==> src/rtl/xc_uart_pkg.sv <==
// Shared types and constants for the UART command receiver.
// UART_CMD_PARITY_EN selects 8E1 framing; default is 8N1.
package xc_uart_pkg;

    typedef enum logic [2:0] {
        IDLE,
        START,
        DATA,
        PARITY,
        STOP,
        BREAK
    } rx_state_e;

    typedef struct packed {
        logic [3:0] arg;
        logic [3:0] cmd;
    } cmd_t;

    localparam logic [3:0] CMD_NOP   = 4'h0;
    localparam logic [3:0] CMD_START = 4'h1;
    localparam logic [3:0] CMD_STOP  = 4'h2;
    localparam logic [3:0] CMD_CLEAR = 4'h3;
    localparam logic [3:0] CMD_READ  = 4'h4;
    localparam logic [3:0] CMD_SETUP = 4'h5;

    function automatic int bit_clks(input int clk_hz, input int baud);
        return clk_hz / baud;
    endfunction

endpackage

==> src/rtl/uart_cmd_rx_if.sv <==
// Command handshake bundle between the UART receiver and its consumer.
// Master drives the head entry, slave answers with ready.
interface uart_cmd_rx_if;

    logic [3:0] cmd;
    logic [3:0] arg;
    logic       cmd_valid;
    logic       cmd_ready;

    modport master (
        output cmd,
        output arg,
        output cmd_valid,
        input  cmd_ready
    );

    modport slave (
        input  cmd,
        input  arg,
        input  cmd_valid,
        output cmd_ready
    );

endinterface

==> src/rtl/uart_rx_byte.sv <==
// Serial byte receiver: line synchronizer, framing FSM, byte strobe.
// UART_CMD_PARITY_EN adds an even-parity bit between data and stop.
module uart_rx_byte
    import xc_uart_pkg::*;
#(
    parameter int CLK_FREQUENCY = 10000000,
    parameter int BAUD_RATE     = 57600
) (
    input  logic       sysclk,
    input  logic       reset_n,
    input  logic       rx,
    output logic       byte_stb,
    output logic [7:0] byte_data,
    output logic       frame_err,
    output logic       busy
);

    localparam int BIT_CLKS = bit_clks(CLK_FREQUENCY, BAUD_RATE);
    localparam int CW       = $clog2(BIT_CLKS);

    localparam logic [CW-1:0] HALF_CNT = CW'(BIT_CLKS / 2);
    localparam logic [CW-1:0] FULL_CNT = CW'(BIT_CLKS - 1);

    logic          rx_m;
    logic          rx_s;
    logic          rx_q;
    logic [1:0]    fill;
    logic          fall;
    logic          expire;
    logic          par_ok;
    logic          err_n;

    rx_state_e     state;
    rx_state_e     state_n;
    logic [CW-1:0] cnt;
    logic [CW-1:0] cnt_n;
    logic [2:0]    bit_idx;
    logic [2:0]    bit_idx_n;
    logic [7:0]    shreg;
    logic [7:0]    shreg_n;

`ifdef UART_CMD_PARITY_EN
    logic          par_q;
    logic          par_n;

    assign par_ok = ~^{shreg, par_q};
`else
    assign par_ok = 1'b1;
`endif

    assign fall      = rx_q & ~rx_s;
    assign expire    = (cnt == '0);
    assign busy      = (state != IDLE);
    assign byte_data = shreg;

    // Two-flop synchronizer; edge history only trusted once the pipe holds real samples
    always_ff @(posedge sysclk) begin
        if (!reset_n) begin
            rx_m <= 1'b1;
            rx_s <= 1'b1;
            rx_q <= 1'b0;
            fill <= 2'b00;
        end else begin
            rx_m <= rx;
            rx_s <= rx_m;
            rx_q <= rx_s & fill[1];
            fill <= {fill[0], 1'b1};
        end
    end

    // Framing state, baud counter, shift register and error pulse
    always_ff @(posedge sysclk) begin
        if (!reset_n) begin
            state     <= IDLE;
            cnt       <= '0;
            bit_idx   <= '0;
            shreg     <= '0;
            frame_err <= 1'b0;
`ifdef UART_CMD_PARITY_EN
            par_q     <= 1'b0;
`endif
        end else begin
            state     <= state_n;
            cnt       <= cnt_n;
            bit_idx   <= bit_idx_n;
            shreg     <= shreg_n;
            frame_err <= err_n;
`ifdef UART_CMD_PARITY_EN
            par_q     <= par_n;
`endif
        end
    end

    // Next-state logic: sample mid-bit on each counter expiry
    always_comb begin
        state_n   = state;
        cnt_n     = expire ? '0 : cnt - 1'b1;
        bit_idx_n = bit_idx;
        shreg_n   = shreg;
        byte_stb  = 1'b0;
        err_n     = 1'b0;
`ifdef UART_CMD_PARITY_EN
        par_n     = par_q;
`endif
        unique case (state)
            IDLE: begin
                if (fall) begin
                    state_n = START;
                    cnt_n   = HALF_CNT;
                end
            end
            START: begin
                if (expire) begin
                    if (!rx_s) begin
                        state_n   = DATA;
                        cnt_n     = FULL_CNT;
                        bit_idx_n = '0;
                    end else begin
                        state_n = IDLE;
                    end
                end
            end
            DATA: begin
                if (expire) begin
                    shreg_n   = {rx_s, shreg[7:1]};
                    cnt_n     = FULL_CNT;
                    bit_idx_n = bit_idx + 3'd1;
                    if (bit_idx == 3'd7) begin
`ifdef UART_CMD_PARITY_EN
                        state_n = PARITY;
`else
                        state_n = STOP;
`endif
                    end
                end
            end
`ifdef UART_CMD_PARITY_EN
            PARITY: begin
                if (expire) begin
                    par_n   = rx_s;
                    cnt_n   = FULL_CNT;
                    state_n = STOP;
                end
            end
`endif
            STOP: begin
                if (expire) begin
                    if (rx_s) begin
                        state_n  = IDLE;
                        byte_stb = par_ok;
                        err_n    = ~par_ok;
                    end else begin
                        state_n = BREAK;
                        err_n   = 1'b1;
                    end
                end
            end
            BREAK: begin
                if (rx_s) begin
                    state_n = IDLE;
                end
            end
            default: begin
                state_n = IDLE;
            end
        endcase
    end

endmodule

==> src/rtl/uart_cmd_rx.sv <==
// UART command receiver: byte framing plus a small command FIFO.
// UART_CMD_PARITY_EN switches the serial format to 8E1.
module uart_cmd_rx
    import xc_uart_pkg::*;
#(
    parameter int CLK_FREQUENCY = 10000000,
    parameter int BAUD_RATE     = 57600,
    parameter int FIFO_DEPTH    = 4
) (
    input  logic          sysclk,
    input  logic          reset_n,
    input  logic          rx,
    uart_cmd_rx_if.master cmd_if,
    output logic          frame_err,
    output logic          overflow,
    output logic          busy
);

    localparam int AW = $clog2(FIFO_DEPTH);

    logic          byte_stb;
    logic [7:0]    byte_data;

    cmd_t          mem [FIFO_DEPTH];
    logic [AW-1:0] wr_ptr;
    logic [AW-1:0] rd_ptr;
    logic [AW:0]   count;
    cmd_t          last_q;
    cmd_t          head;
    logic          valid;
    logic          full;
    logic          pop;
    logic          push;

    uart_rx_byte #(
        .CLK_FREQUENCY (CLK_FREQUENCY),
        .BAUD_RATE     (BAUD_RATE)
    ) u_rx (
        .sysclk    (sysclk),
        .reset_n   (reset_n),
        .rx        (rx),
        .byte_stb  (byte_stb),
        .byte_data (byte_data),
        .frame_err (frame_err),
        .busy      (busy)
    );

    assign valid = (count != '0);
    assign full  = (count == (AW+1)'(FIFO_DEPTH));
    assign pop   = valid & cmd_if.cmd_ready;
    assign push  = byte_stb & (~full | pop);
    assign head  = valid ? mem[rd_ptr] : last_q;

    assign cmd_if.cmd       = head.cmd;
    assign cmd_if.arg       = head.arg;
    assign cmd_if.cmd_valid = valid;

    // FIFO storage; contents are only visible while valid
    always_ff @(posedge sysclk) begin
        if (reset_n && push) begin
            mem[wr_ptr] <= cmd_t'(byte_data);
        end
    end

    // Pointers, occupancy, held output and sticky overflow
    always_ff @(posedge sysclk) begin
        if (!reset_n) begin
            wr_ptr   <= '0;
            rd_ptr   <= '0;
            count    <= '0;
            last_q   <= '0;
            overflow <= 1'b0;
        end else begin
            if (push) begin
                wr_ptr <= wr_ptr + 1'b1;
            end
            if (pop) begin
                rd_ptr <= rd_ptr + 1'b1;
                last_q <= mem[rd_ptr];
            end
            case ({push, pop})
                2'b10:   count <= count + 1'b1;
                2'b01:   count <= count - 1'b1;
                default: count <= count;
            endcase
            if (byte_stb && !push) begin
                overflow <= 1'b1;
            end
        end
    end

endmodule

==> src/flat_wrapper.sv <==
// flat-port wrapper written by rule: the top's interface ports become plain ports
module uart_cmd_rx_flat import xc_uart_pkg::*;
#(
    parameter int CLK_FREQUENCY = 10000000,
    parameter int BAUD_RATE     = 57600,
    parameter int FIFO_DEPTH    = 4
)
  (sysclk, reset_n, rx, frame_err, overflow, busy, cmd_if_cmd, cmd_if_arg, cmd_if_cmd_valid, cmd_if_cmd_ready);
  uart_cmd_rx_if cmd_if_i ();
  input  logic sysclk;
  input  logic reset_n;
  input  logic rx;
  output logic frame_err;
  output logic overflow;
  output logic busy;
  output wire logic [$bits(cmd_if_i.cmd)-1:0] cmd_if_cmd;
  output wire logic [$bits(cmd_if_i.arg)-1:0] cmd_if_arg;
  output wire logic [$bits(cmd_if_i.cmd_valid)-1:0] cmd_if_cmd_valid;
  input wire logic [$bits(cmd_if_i.cmd_ready)-1:0] cmd_if_cmd_ready;
  assign cmd_if_cmd = cmd_if_i.cmd;
  assign cmd_if_arg = cmd_if_i.arg;
  assign cmd_if_cmd_valid = cmd_if_i.cmd_valid;
  assign cmd_if_i.cmd_ready = cmd_if_cmd_ready;
  uart_cmd_rx #(.CLK_FREQUENCY(CLK_FREQUENCY), .BAUD_RATE(BAUD_RATE), .FIFO_DEPTH(FIFO_DEPTH)) u_core (.sysclk(sysclk), .reset_n(reset_n), .rx(rx), .cmd_if(cmd_if_i), .frame_err(frame_err), .overflow(overflow), .busy(busy));
endmodule
==> config.mk <==
export PLATFORM = sky130hd
export DESIGN_NAME = uart_cmd_rx_flat
export DESIGN_NICKNAME = d
export VERILOG_FILES = /design/src/rtl/xc_uart_pkg.sv /design/src/rtl/uart_cmd_rx_if.sv /design/src/rtl/uart_rx_byte.sv /design/src/rtl/uart_cmd_rx.sv /design/src/flat_wrapper.sv
export SDC_FILE = /design/constraint.sdc
export NUM_CORES = 1
export LEC_CHECK = 0
export CAP_MARGIN = 20
export CORE_MARGIN = 2
export CORE_UTILIZATION = 53
export DETAILED_ROUTE_END_ITERATION = 12
export PLACE_DENSITY = 0.75
export SLEW_MARGIN = 40
export SYNTH_ARGS = -nofsm -noshare
export SYNTH_HDL_FRONTEND = slang
export SYNTH_SLANG_ARGS = --single-unit
==> constraint.sdc <==
create_clock -name sysclk -period 2.4 [get_ports sysclk]
set_input_delay 0.48 -clock sysclk [delete_from_list [all_inputs] [get_ports sysclk]]
set_output_delay 0.48 -clock sysclk [all_outputs]
set_load 0.01 [all_outputs]
Word-level counts from Yosys, hierarchy flattened

Memory sizes are Yosys's and may differ from the RTL's. A register that Yosys moved wholly into a read port is not among the register bits.
Index checks and enable logic that the tools add are counted.

Bits of input ports: 4
Memory bits (writable): 32
Memories: 1
Logic and storage cells: 88
Register bits: 44
Output and inout bits: 12

Memory list:

| memory     | words | bits a word | read ports | clocked after Yosys merged registers in | wr ports | RTL line          | text |
|---|---|---|---|---|---|---|---|
| u_core.mem | 4     | 8           | 1          | 1                                       | 1        | uart_cmd_rx.sv:24 | `cmd_t mem [FIFO_DEPTH];` |

Reductions and logical operators: 13
Muxes and demuxes: 30
Add/sub/neg operators: 6
Equality and inequality tests: 15
Bitwise operators: 7

Operators by type and width:

| cell                                                                  | number |
|---|---|
| 8-bit two-way mux                                                     | 6 |
| 3-bit two-way mux                                                     | 10 |
| 8-bit case mux with 3 select lines                                    | 1 |
| 3-bit case mux with 5 select lines                                    | 1 |
| 2-bit inequality test, second input constant                          | 7 |
| 3-bit equality test, second input constant                            | 4 |
| 3-bit case mux with 2 select lines                                    | 2 |
| 8-bit zero test                                                       | 1 |
| 8-bit by 1-bit subtractor with 8-bit output, second input constant    | 1 |
| 1-bit two-way mux                                                     | 7 |
| 3-bit by 1-bit adder with 3-bit output, second input constant         | 2 |
| 2-bit two-way mux                                                     | 3 |
| 6-bit AND reduction                                                   | 1 |
| 3-bit nonzero test                                                    | 2 |
| 2-bit by 1-bit adder with 2-bit output, second input constant         | 2 |
| 1-bit AND                                                             | 4 |
| 4-bit AND reduction                                                   | 1 |
| 2-bit nonzero test                                                    | 2 |
| 3-bit by 1-bit equality test with 1-bit output, second input constant | 1 |
| 3-bit by 2-bit equality test with 1-bit output, second input constant | 1 |
| 3-bit zero test                                                       | 1 |
| 3-bit AND reduction                                                   | 1 |
| 3-bit by 1-bit subtractor with 3-bit output, second input constant    | 1 |
| 2-bit by 1-bit equality test with 1-bit output, second input constant | 1 |
| 6 further kinds                                                       | 8 |

Depth between registers and ports, before layout

Gate-level depths: netlist of the first run.

Depth in word-level cells: 7
Gate-level depth with buffers: 13
Depth with buffers taken out: 12

By module

Synthesis of the first run repeated with hierarchy kept, for this count alone.

Cell total of the unflattened synthesis: 293
Area total of the unflattened synthesis: 3418.3 um2

Modules (own cells, without submodules):

| module       | times used | cells each | seq. area each (um2) | area each (um2) |
|---|---|---|---|---|
| uart_cmd_rx  | 1          | 152        | 1321.3               | 2142.1 |
| uart_rx_byte | 1          | 141        | 560.5                | 1276.2 |

Worst setup path after synthesis of the first run

No wires, ideal clock.

Kind: input to register
Start point: in cmd_if_cmd_ready
End point: reg u_core.count[2]
Cell stages on the path: 10
Data required time: 2.330 ns
Path buffers: 1
Slack: -0.127 ns
Library setup time: 0.070 ns
Data arrival time: 2.456 ns
Cell sequence: or4b_1 > nor2b_1 > clkbuf_1 > inv_1 > ha_1 > inv_1 > fa_1 > xor2_1 > or3_1 > a21oi_1

Longest elaborated chain between the ends: 5
Elaborated cells between the ends (all ways): 7
Classes of those cells: 2 x eq/ne; 1 x mux; 3 x bitwise; 1 x reduce/logical

Ends and longest elaborated chain:

| what                                                                                         | RTL line           | text |
|---|---|---|
| start: declaration                                                                           | flat_wrapper.sv:19 | `input wire logic [$bits(cmd_if_i.cmd_ready)-1:0] cmd_if_cmd_ready;` |
| 1-bit AND (*)                                                                                | uart_cmd_rx.sv:50  | `assign pop = valid & cmd_if.cmd_ready;` |
| 1-bit bitwise OR                                                                             | uart_cmd_rx.sv:51  | `assign push = byte_stb & (~full \| pop);` |
| 1-bit AND                                                                                    | uart_cmd_rx.sv:51  |  |
| 2-bit by 1-bit equality test with 1-bit output / 2-bit equality test (equally long branches) | uart_cmd_rx.sv:81  | `case ({push, pop})` |
| 3-bit case mux with 2 select lines / 2-bit nonzero test (equally long branches)              | -                  |  |
| end signal: assignment                                                                       | uart_cmd_rx.sv:82  | `2'b10: count <= count + 1'b1;` |
| end signal: assignment                                                                       | uart_cmd_rx.sv:83  | `2'b01: count <= count - 1'b1;` |
| end signal: assignment                                                                       | uart_cmd_rx.sv:84  | `default: count <= count;` |
| end: declaration                                                                             | uart_cmd_rx.sv:27  | `logic [AW:0] count;` |

Mark *: on every way between the ends. The rest lies on a longest branch, timed or not.
A chain may end at the register's enable or synchronous reset.

==> out/results.ini, run 1 <==
[outcome]
outcome=finished clean

[synthesis]
ys_top_cells_by_count=dfxtp_1 (46), edfxtp_1 (32), nand2_1 (24), nor2_1 (22), a21oi_1 (17)
yosysTopAreaCellShare_pct=29.1
ys_dominant_reg_cell=dfxtp_1
synth_seq_area_share_pct=56.9
synth_edf_count=32
synth_area_sq_mm=0.00330
synth_largest_area_cell=edfxtp_1
synth_fp_nets=288
syn_avg_cell_area_sq_um=12.1
synth.most_common_cell=dfxtp_1
synth_seq_cells=78
synthCells=274
synth_area_leaders=edfxtp_1 (29%), dfxtp_1 (28%), mux4_2 (5.5%), mux2i_1 (3.6%), ha_1 (3.4%)
synth.distinct_cells=49
async_flop_share_pct=0
yosys_warnings=0

[clock_tree]
tritoncts=built
cts_buffers=9
root_buffer=clkbuf_8
clkSlewWorstSetupHoldPaths_ps=80
cts_max_path_buffers=2
clock_latency_ps=350
htree_levels=3
cts_hold_buf=0
clock_sinks=78

[grt]
grt_pass1_vias=2049
grt_max_degree=18
gr-usage-all-layers_pct=18.3
overflow=0
grt_pass1_wl_um=9860
antenna_found_initial=0

[final_layout]
fin_util_pct=64.4
diodes=0
final_area_sq_mm=0.00386
drive_gt1_share_pct=24.0
nets=317
syn2layout_area_growth_pct=16.8

[power_and_ir_drop]
max-vdd-ir-drop_mv=0.497
pwr_density_cell_mw_per_mm2=793
total_power_mw=3.06
p_leak_nw=1.40

[drt]
drc_errors=0
vias=2097
antenna_left=0
firstDrtPassIters=4
vias_per_cell=5.48
drt-total-wl_um=5940
drtIter0Drc=145
wl_per_cell_um=15.5

[timing]
worst_pin_slew_ps=433
finClkSkew_ps=10.7
period_share_pct=97.7
fmaxAchievable_ghz=0.427
setup_tns_ps=0
relSlewSlack_pct=71.1
setup_viol=0
maxSlewViolCount=0
period_minus_slack_ps=2340
finalHoldViolations=0

[flow_run]
drv_cap=0

[place]
routabilityCongestion=0.821
port_buffers=15
place_area_sq_mm=0.00361
dp_hpwl_um=4050

[critical_path]
critPathKind=flip-flop to primary output
required_ps=1920
arrival_ps=1860
startpoint_type=flip-flop
path_max_fanout=8
end_kind=primary output

[worst_hold_path]
hold_class=flip-flop to flip-flop

[floorplanning]
row_count=28
ios=16
die_area_sq_mm=0.00688
die_h_um=83.0
fp.dieW_um=83.0
initial_core_util_pct=55.2
fp.coreArea_sq_mm=0.00599

logic make-up (layout without fill, tap and decap cells):
family,count (synthesis),count (layout),synth area share (%)
xor+xnor,7,7,1.86
mux,28,28,11.8
simple gates,85,85,13.9
flops,78,78,56.9
fa+ha+maj,10,10,4.01
compound gates,39,39,7.65
buf+inv,27,61,3.82
timing repair:
| action | 4_1_cts | 5_1_grt |
|---|---|---|
| buffers inserted | 1 | 1 |
| endpoints found under the setup margin | 9 | 8 |
| pin swaps | 1 | 2 |
| hold endpoints to repair | 0 | 0 |
| gates resized for setup | 20 | 15 |
report_power, final:
part,switching [mW],internal [mW],total (mW)
sequential,0.0743,1.43,1.50
combinational,0.310,0.282,0.592
clock,0.483,0.483,0.966
total,0.867,2.20,3.06
per-layer routing:
metal  global-route usage (%)  wire length [um]
met5                        0                 0
met4                     7.60               114
met2                     28.9              2850
met3                     4.87               235
met1                     24.0              2740
state kept, by name, summed over array words and instances (netlist names), 2 cells and up, named ones only:
signal                 cells
u_core.mem                32
u_core.last_q              8
u_core.u_rx.byte_data      8
u_core.u_rx.cnt            8
u_core.count               3
u_core.u_rx.bit_idx        3
u_core.u_rx.state          3
u_core.rd_ptr              2
u_core.u_rx.fill           2
u_core.wr_ptr              2
worst max-delay path, cell delays in order, from the launching register on:
cell and delay (ps):
dfxtp_2 350, buf_12 140, mux4_2 530, mux2_2 280
clkdlybuf4s15_1 230
worst paths after layout:
path / from / endpoint / slack, ps / depth (start not counted)
worst min register to register: u_core.u_rx.rx_m$_SDFF_PN1_ / u_core.u_rx.rx_s$_SDFF_PN1_ / 420 / 1
worst max-delay path: flip-flop / cmd_if_cmd[3] / 60 / 4
worst min-delay path: u_core.u_rx.rx_m$_SDFF_PN1_ / u_core.u_rx.rx_s$_SDFF_PN1_ / 420 / 1
worst max register to register: u_core.count[0]$_SDFFE_PN0P_ / u_core.count[2]$_SDFFE_PN0P_ / 90 / 9
cell type report:
| cell class | count | area, sq um |
|---|---|---|
| Clock buffer | 9 | 124 |
| Tap cell | 75 | 93.8 |
| Clock inverter | 7 | 73.8 |
| Inverter | 12 | 45.0 |
| Multi-Input combinational cell | 169 | 1360 |
| Sequential cell | 78 | 1890 |
| Fill cell | 458 | 2130 |
| Timing Repair Buffer | 33 | 280 |
per-stage QoR:
stage,std cells,worst slack [ps],hold slack [ps]
after detailed placement,365,-418,401
after global routing,383,-2.70,439
after global placement,365,-369,397
final,383,55.9,416
after floorplan,274,-49.2,386
after CTS,382,2.96,419
placed cells by master, fill, tap and decap left out, types with 3 or more instances in the layout:
cell,instances
ha_1,7
clkdlybuf4s15_1,4
clkbuf_8,9
mux2_2,8
edfxtp_1,32
o21ai_0,4
dfxtp_2,3
nand3_1,4
clkbuf_2,4
and3_1,5
nor3_1,3
mux4_2,8
nand2b_1,4
xor2_1,5
nor2_1,22
buf_4,17
o21a_1,4
or3_1,5
a21oi_1,16
mux2i_1,12
clkdlybuf4s50_1,6
inv_2,3
inv_1,9
dfxtp_1,43
a31oi_1,3
nand2_1,24
a22oi_1,3
No activity file was read; power rests on OpenSTA's default activity.
==> run 2: changes to the inputs <==
ABC_AREA = 1   (was default)
==> run 2 against run 1 <==
Via count grew 16%. Global-route usage grew 1.1 points. Synthesized area grew 1.3%. Fmax grew 3.6%. Die area grew 1.3%. Final cell count grew 19%. Combinational power grew 69%. Power grew 23%. Non-clock buffer count is the same. Largest cell class unchanged. Highest routed layer unchanged.
==> out/results.ini, run 2 <==
[clock_tree]
htree_levels=3  ; unchanged
tritoncts=built  ; unchanged
clock_sinks=78  ; unchanged
root_buffer=clkbuf_8  ; unchanged
clock_latency_ps=360  ; was 350 ps
cts_buffers=9  ; unchanged
cts_max_path_buffers=2  ; unchanged
clkSlewWorstSetupHoldPaths_ps=80  ; about the same
cts_hold_buf=0  ; unchanged

[synthesis]
syn_avg_cell_area_sq_um=9.70  ; was 12.1 sq um
synth_edf_count=32  ; unchanged
synth_area_sq_mm=0.00335  ; was 0.00330 sq mm
yosysTopAreaCellShare_pct=28.7  ; was 29.1%
synth.most_common_cell=nand2_1  ; was dfxtp_1
synth_area_leaders=edfxtp_1 (29%), dfxtp_1 (28%), nand2_1 (7.3%), a21oi_1 (4.5%), ha_1 (3.4%)  ; was edfxtp_1 (29%), dfxtp_1 (28%), mux4_2 (5.5%), mux2i_1 (3.6%), ha_1 (3.4%)
synth.distinct_cells=36  ; was 49
yosys_warnings=0  ; unchanged
ys_top_cells_by_count=nand2_1 (65), dfxtp_1 (46), edfxtp_1 (32), a21oi_1 (30), nor2_1 (30)  ; was dfxtp_1 (46), edfxtp_1 (32), nand2_1 (24), nor2_1 (22), a21oi_1 (17)
synth_fp_nets=359  ; was 288
synthCells=345  ; was 274
async_flop_share_pct=0  ; unchanged
synth_seq_area_share_pct=56.2  ; was 56.9%
synth_largest_area_cell=edfxtp_1  ; unchanged
ys_dominant_reg_cell=dfxtp_1  ; unchanged
synth_seq_cells=78  ; unchanged

[timing]
relSlewSlack_pct=72.6  ; was 71.1%
rsz0062_at_grt=no
period_minus_slack_ps=2260  ; was 2340 ps
hold_slack_ps=417  ; was 416 ps
finalHoldViolations=0  ; unchanged
maxSlewViolCount=0  ; unchanged
period_share_pct=94.3  ; was 97.7%
fmaxAchievable_ghz=0.442  ; was 0.427 GHz
worst_pin_slew_ps=407  ; was 433 ps
finClkSkew_ps=14.0  ; was 10.7 ps
setup_viol=0  ; unchanged

[floorplanning]
initial_core_util_pct=55.6  ; was 55.2%
ios=16  ; unchanged
die_area_sq_mm=0.00697  ; was 0.00688 sq mm
fp.coreArea_sq_mm=0.00603  ; was 0.00599 sq mm
row_count=28  ; unchanged
die_h_um=83.5  ; was 83.0 um
fp.dieW_um=83.5  ; was 83.0 um

[power_and_ir_drop]
pwr_density_cell_mw_per_mm2=954  ; was 793 mW/mm^2
total_power_mw=3.76  ; was 3.06 mW
p_leak_nw=1.66  ; was 1.40 nW
max-vdd-ir-drop_mv=0.508  ; was 0.497 mV

[final_layout]
fin_util_pct=65.4  ; was 64.4%
drive_gt1_share_pct=17.5  ; was 24.0%
final_cell_mix=nand2_1 (65), dfxtp_1 (45), edfxtp_1 (32), nor2_1 (30), a21oi_1 (30)  ; was dfxtp_1 (43), edfxtp_1 (32), nand2_1 (24), nor2_1 (22), buf_4 (17)
nets=391  ; was 317
diodes=0  ; unchanged
final_common_cell=nand2_1  ; was dfxtp_1
fin_cells=457  ; was 383
regMostFlops=u_core.mem  ; unchanged
largest_reg_flops=32  ; unchanged
syn2layout_area_growth_pct=17.7  ; was 16.8%

[critical_path]
path_max_fanout=16  ; was 8
startpoint_type=flip-flop  ; unchanged
arrival_ps=1780  ; was 1860 ps
end_kind=primary output  ; unchanged
reg2reg_depth=14  ; was 9
required_ps=1920  ; about the same
critPathKind=flip-flop to primary output  ; unchanged

[flow_run]
drv_cap=0  ; unchanged

[grt]
antenna_found_initial=0  ; unchanged
grt_pass1_vias=2319  ; was 2049
gr-usage-all-layers_pct=19.4  ; was 18.3%
grt_pass1_wl_um=10600  ; was 9860 um
overflow=0  ; unchanged
grt_max_degree=30  ; was 18

[worst_hold_path]
hold_class=flip-flop to flip-flop  ; unchanged
worstHoldPathCells=1  ; unchanged

[drt]
drc_errors=0  ; unchanged
firstDrtPassIters=7  ; was 4
drtIter0Drc=239  ; was 145
vias=2434  ; was 2097
antenna_left=0  ; unchanged
vias_per_cell=5.33  ; was 5.48
wl_per_cell_um=13.7  ; was 15.5 um
drt-total-wl_um=6240  ; was 5940 um

[place]
routabilityCongestion=0.799  ; was 0.821
port_buffers=15  ; unchanged
dp_hpwl_um=4120  ; was 4050 um
post-place-cells=435  ; was 365

[outcome]
outcome=finished clean  ; unchanged

[run 2: cells by family after synthesis]
| logic type | after synthesis | share of synthesized area (%) |
|---|---|---|
| AND/OR/NAND/NOR | 132 | 19.8 |
| flip-flops | 78 | 56.2 |
| buffers and inverters | 44 | 5.83 |
| adder cells (fa/ha/maj) | 10 | 3.96 |
| XOR/XNOR | 3 | 0.785 |
| AO/OA/AOI/OAI | 78 | 13.4 |
[run 2: report_power, final]
| group | internal (mW) | total [mW] | switching [mW] |
|---|---|---|---|
| Combinational | 0.425 | 0.999 | 0.574 |
| Sequential | 1.47 | 1.55 | 0.0824 |
| Clock | 0.721 | 1.21 | 0.485 |
| Total | 2.62 | 3.76 | 1.14 |
[run 2: critical path: stages (launching register included)]
cell           delay, ps
dfxtp_1              370
clkinvlp_4           120
buf_12               160
a32o_1               290
o21ai_0              180
dlygate4sd2_1        300
[run 2: metal layers]
layer  vias up  wire (um)  global-route usage (%)
met3        11        333                    5.24
li1       1234          -                       -
met5         -          0                       0
met2        61       2800                    30.6
met4         0        108                    7.48
met1      1128       3000                    25.6
[run 2: through the flow]
step | setup WS [ps] | cell area, sq um | setup TNS [ps]
floorplan | 363 | 3350 | 0
global placement | 24.0 | 3620 | 0
detailed placement | -41.0 | 3620 | -41.0
CTS | 97.7 | 3910 | 0
global route | 59.1 | 3940 | 0
finish | 138 | 3940 | 0
[run 2: path summary, 6_finish.rpt]
path         slack (ps)                          start                            to
min reg2reg         420    u_core.u_rx.rx_m$_SDFF_PN1_   u_core.u_rx.rx_s$_SDFF_PN1_
min                 420    u_core.u_rx.rx_m$_SDFF_PN1_   u_core.u_rx.rx_s$_SDFF_PN1_
max reg2reg         270  u_core.u_rx.cnt[0]$_SDFF_PN0_  u_core.count[2]$_SDFFE_PN0P_
max                 140                      flip-flop                 cmd_if_arg[3]
[run 2: repair_timing]
action	in CTS	in global routing
cloned	0	0
setup buffers	4	2
pin swaps	1	1
endpoints found under the setup margin	8	1
resized for setup	12	0
[run 2: layout make-up]
class	count	area (sq um)
well taps	75	93.8
inverters	32	129
clock inverters	5	106
flip-flops and latches	78	1890
clock buffers	11	141
multi-input cells	223	1270
fillers	486	2090
repair buffers	33	313
==> run 3: changes to the inputs <==
--- a/config.mk
+++ b/config.mk
@@ -11,4 +11,5 @@
 export CORE_UTILIZATION = 53
 export DETAILED_ROUTE_END_ITERATION = 12
+export MAX_ROUTING_LAYER = met4
 export PLACE_DENSITY = 0.75
 export SLEW_MARGIN = 40
==> constraint.sdc (replaced) <==
create_clock -name sysclk -period 2.4 [get_ports sysclk]
set_input_delay 0.48 -clock sysclk [delete_from_list [all_inputs] [get_ports sysclk]]
set_output_delay 0.48 -clock sysclk [all_outputs]
set_load 0.02 [all_outputs]
==> run 3 against run 2 <==
Clock skew is 5.7 ps lower. Critical endpoint unchanged. Largest power group unchanged. Hold slack better by 3.5 ps. Clock power shrank 28%. Final cell count is 0.44% higher. Fmax fell by 1.2%. Critical path depth up 2. Non-clock buffer count is 1 higher. Power fell by 8.7%. First-iteration DRC count fell by 30%. Sequential cell count unchanged. Highest routed layer unchanged. Design area shrank 2.3%.
==> out/results.ini, run 3 (synthesis gave the netlist of run 2 again) <==
[outcome]
outcome=finished clean  ; unchanged

[worst_hold_path]
worstHoldPathCells=1  ; unchanged
hold_class=flip-flop to flip-flop  ; unchanged
hold_end=u_core.u_rx.rx_s$_SDFF_PN1_  ; unchanged
hp-start=u_core.u_rx.rx_m$_SDFF_PN1_  ; unchanged

[floorplanning]
fp.dieW_um=83.5  ; unchanged
die_h_um=83.5  ; unchanged
row_count=28  ; unchanged
initial_core_util_pct=55.6  ; unchanged
ios=16  ; unchanged
fp.coreArea_sq_mm=0.00603  ; unchanged
die_area_sq_mm=0.00697  ; unchanged

[clock_tree]
cts_max_path_buffers=2  ; unchanged
root_buffer=clkbuf_8  ; unchanged
htree_levels=3  ; unchanged
cts_hold_buf=0  ; unchanged
cts_buffers=9  ; unchanged
clkSlewWorstSetupHoldPaths_ps=80  ; about the same
clock_latency_ps=340  ; was 360 ps
clock_sinks=78  ; unchanged
tritoncts=built  ; unchanged

[drt]
drt-met1-wl_um=2830  ; was 3000 um
firstDrtPassIters=4  ; was 7
routed-wl-met3_um=281  ; was 333 um
vias=2410  ; was 2434
antenna_left=0  ; unchanged
vias_per_cell=5.25  ; was 5.33
drc_errors=0  ; unchanged
drt-total-wl_um=6120  ; was 6240 um
routed.top_layer=met4  ; unchanged
wl_met2_um=2980  ; was 2800 um
drtIter0Drc=168  ; was 239
wl_per_cell_um=13.3  ; was 13.7 um

[grt]
grt_pass1_wl_um=10300  ; was 10600 um
grt_pass1_vias=2255  ; was 2319
antenna_found_initial=0  ; unchanged
gr-usage-all-layers_pct=19.1  ; was 19.4%
overflow=0  ; unchanged
grt_max_degree=30  ; unchanged

[critical_path]
reg2reg_depth=14  ; unchanged
path_cells=clkinvlp_4, buf_12, buf_4, a21oi_1, a32o_1, o21ai_0, dlygate4sd2_1  ; was clkinvlp_4, buf_12, a32o_1, o21ai_0, dlygate4sd2_1
path_max_fanout=9  ; was 16
rrSetupSlack_ps=290  ; was 270 ps
reg2reg_from=u_core.u_rx.cnt[0]$_SDFF_PN0_  ; unchanged
critPathKind=flip-flop to primary output  ; unchanged
r2r_end=u_core.count[2]$_SDFFE_PN0P_  ; unchanged
arrival_ps=1810  ; was 1780 ps
crit_path_top_delay_cell=dfxtp_1  ; unchanged
crit_path_max_incr_delay_ps=360  ; was 370 ps
startpoint_type=flip-flop  ; unchanged
worst-path-buf-inv=4  ; was 3
critPathTopFamily=buffers and inverters  ; unchanged
required_ps=1920  ; about the same
end_kind=primary output  ; unchanged

[power_and_ir_drop]
power_frac_seq_pct=45.2  ; was 41.3%
pwr_density_cell_mw_per_mm2=891  ; was 954 mW/mm^2
swShare_pct=34.9  ; was 30.4%
pwr-share-comb_pct=29.2  ; was 26.6%
clkPwrFrac_pct=25.5  ; was 32.1%
p_int_mw=2.23  ; was 2.62 mW
p_leak_nw=1.62  ; was 1.66 nW
max-vdd-ir-drop_mv=0.513  ; was 0.508 mV
p_switching_mw=1.20  ; was 1.14 mW

[timing]
worst_pin_slew_ps=441  ; was 407 ps
finalHoldViolations=0  ; unchanged
period_share_pct=95.4  ; was 94.3%
rsz0062_at_grt=no  ; unchanged
setup_viol=0  ; unchanged
maxSlewViolCount=0  ; unchanged
fmaxAchievable_ghz=0.437  ; was 0.442 GHz
relSlewSlack_pct=70.4  ; was 72.6%
period_minus_slack_ps=2290  ; was 2260 ps
finClkSkew_ps=8.24  ; was 14.0 ps

[final_layout]
largest_reg_flops=32  ; unchanged
final_area_sq_mm=0.00385  ; was 0.00394 sq mm
drive_gt1_share_pct=18.8  ; was 17.5%
regMostFlops=u_core.mem  ; unchanged
syn2layout_area_growth_pct=15.0  ; was 17.7%
diodes=0  ; unchanged
nets=393  ; was 391
final_common_cell=nand2_1  ; unchanged
final_cell_mix=nand2_1 (65), dfxtp_1 (45), edfxtp_1 (32), nor2_1 (30), a21oi_1 (30)  ; unchanged
fin_util_pct=63.9  ; was 65.4%

[place]
dp_hpwl_um=4160  ; was 4120 um
routabilityCongestion=0.795  ; was 0.799
port_buffers=15  ; unchanged
place_area_sq_mm=0.00362  ; about the same

[flow_run]
drv_cap=0  ; unchanged

-- run 3: routing by layer --
metal  up-vias  global-route usage (%)
li1       1238                       -
met1      1117                    24.9
met2        51                    29.3
met3         4                    4.65
met4         0                    7.04
met5         -                       -
-- run 3: repair_timing --
item                                    in CTS  in global routing
pin swaps                                    0                  1
endpoints found under the setup margin       8                  6
gates cloned                                 0                  1
buffers inserted                             5                  0
resized for setup                           11                  6
-- run 3: cell type report --
cell class | count | area (sq um)
clock buffer | 9 | 124
clock inverter | 7 | 53.8
fill | 497 | 2180
inverter | 32 | 129
multi-input combinational | 224 | 1280
sequential | 78 | 1880
tap | 75 | 93.8
timing repair buffer | 34 | 289
-- run 3: worst max-delay path by stage --
stage,start,to,cells after the start
5_1_grt,flip-flop,cmd_if_arg[3],7
6_report,flip-flop,cmd_if_arg[3],7
3_3_place_gp,cmd_if_cmd_ready,u_core.count[2]$_SDFFE_PN0P_,11
2_1_floorplan,u_core.u_rx.cnt[0]$_SDFF_PN0_,u_core.count[2]$_SDFFE_PN0P_,14
4_1_cts,flip-flop,cmd_if_arg[1],6
3_5_place_dp,cmd_if_cmd_ready,u_core.count[2]$_SDFFE_PN0P_,11
-- run 3: through the flow --
step / power (mW) / setup WS, ps / hold slack (ps) / cells / TNS, ps
floorplan: 2.32 / 363 / 390 / 345 / 0
global placement: 2.58 / 8.98 / 395 / 437 / 0
detailed placement: 2.61 / -59.7 / 403 / 437 / -59.7
CTS: 3.45 / 2.63 / 424 / 458 / 0
global route: 3.66 / 3.83 / 444 / 459 / 0
finish: 3.43 / 111 / 421 / 459 / 0
-- run 3: power groups by stage --
stage                     Clock [mW]  Sequential (mW)  Combinational [mW]
after floorplan                    0             1.55               0.761
after global placement             0             1.57                1.01
after detailed placement           0             1.58                1.03
after CTS                      0.904             1.55               0.997
after global routing           0.957             1.57                1.13
final                          0.875             1.55                1.00
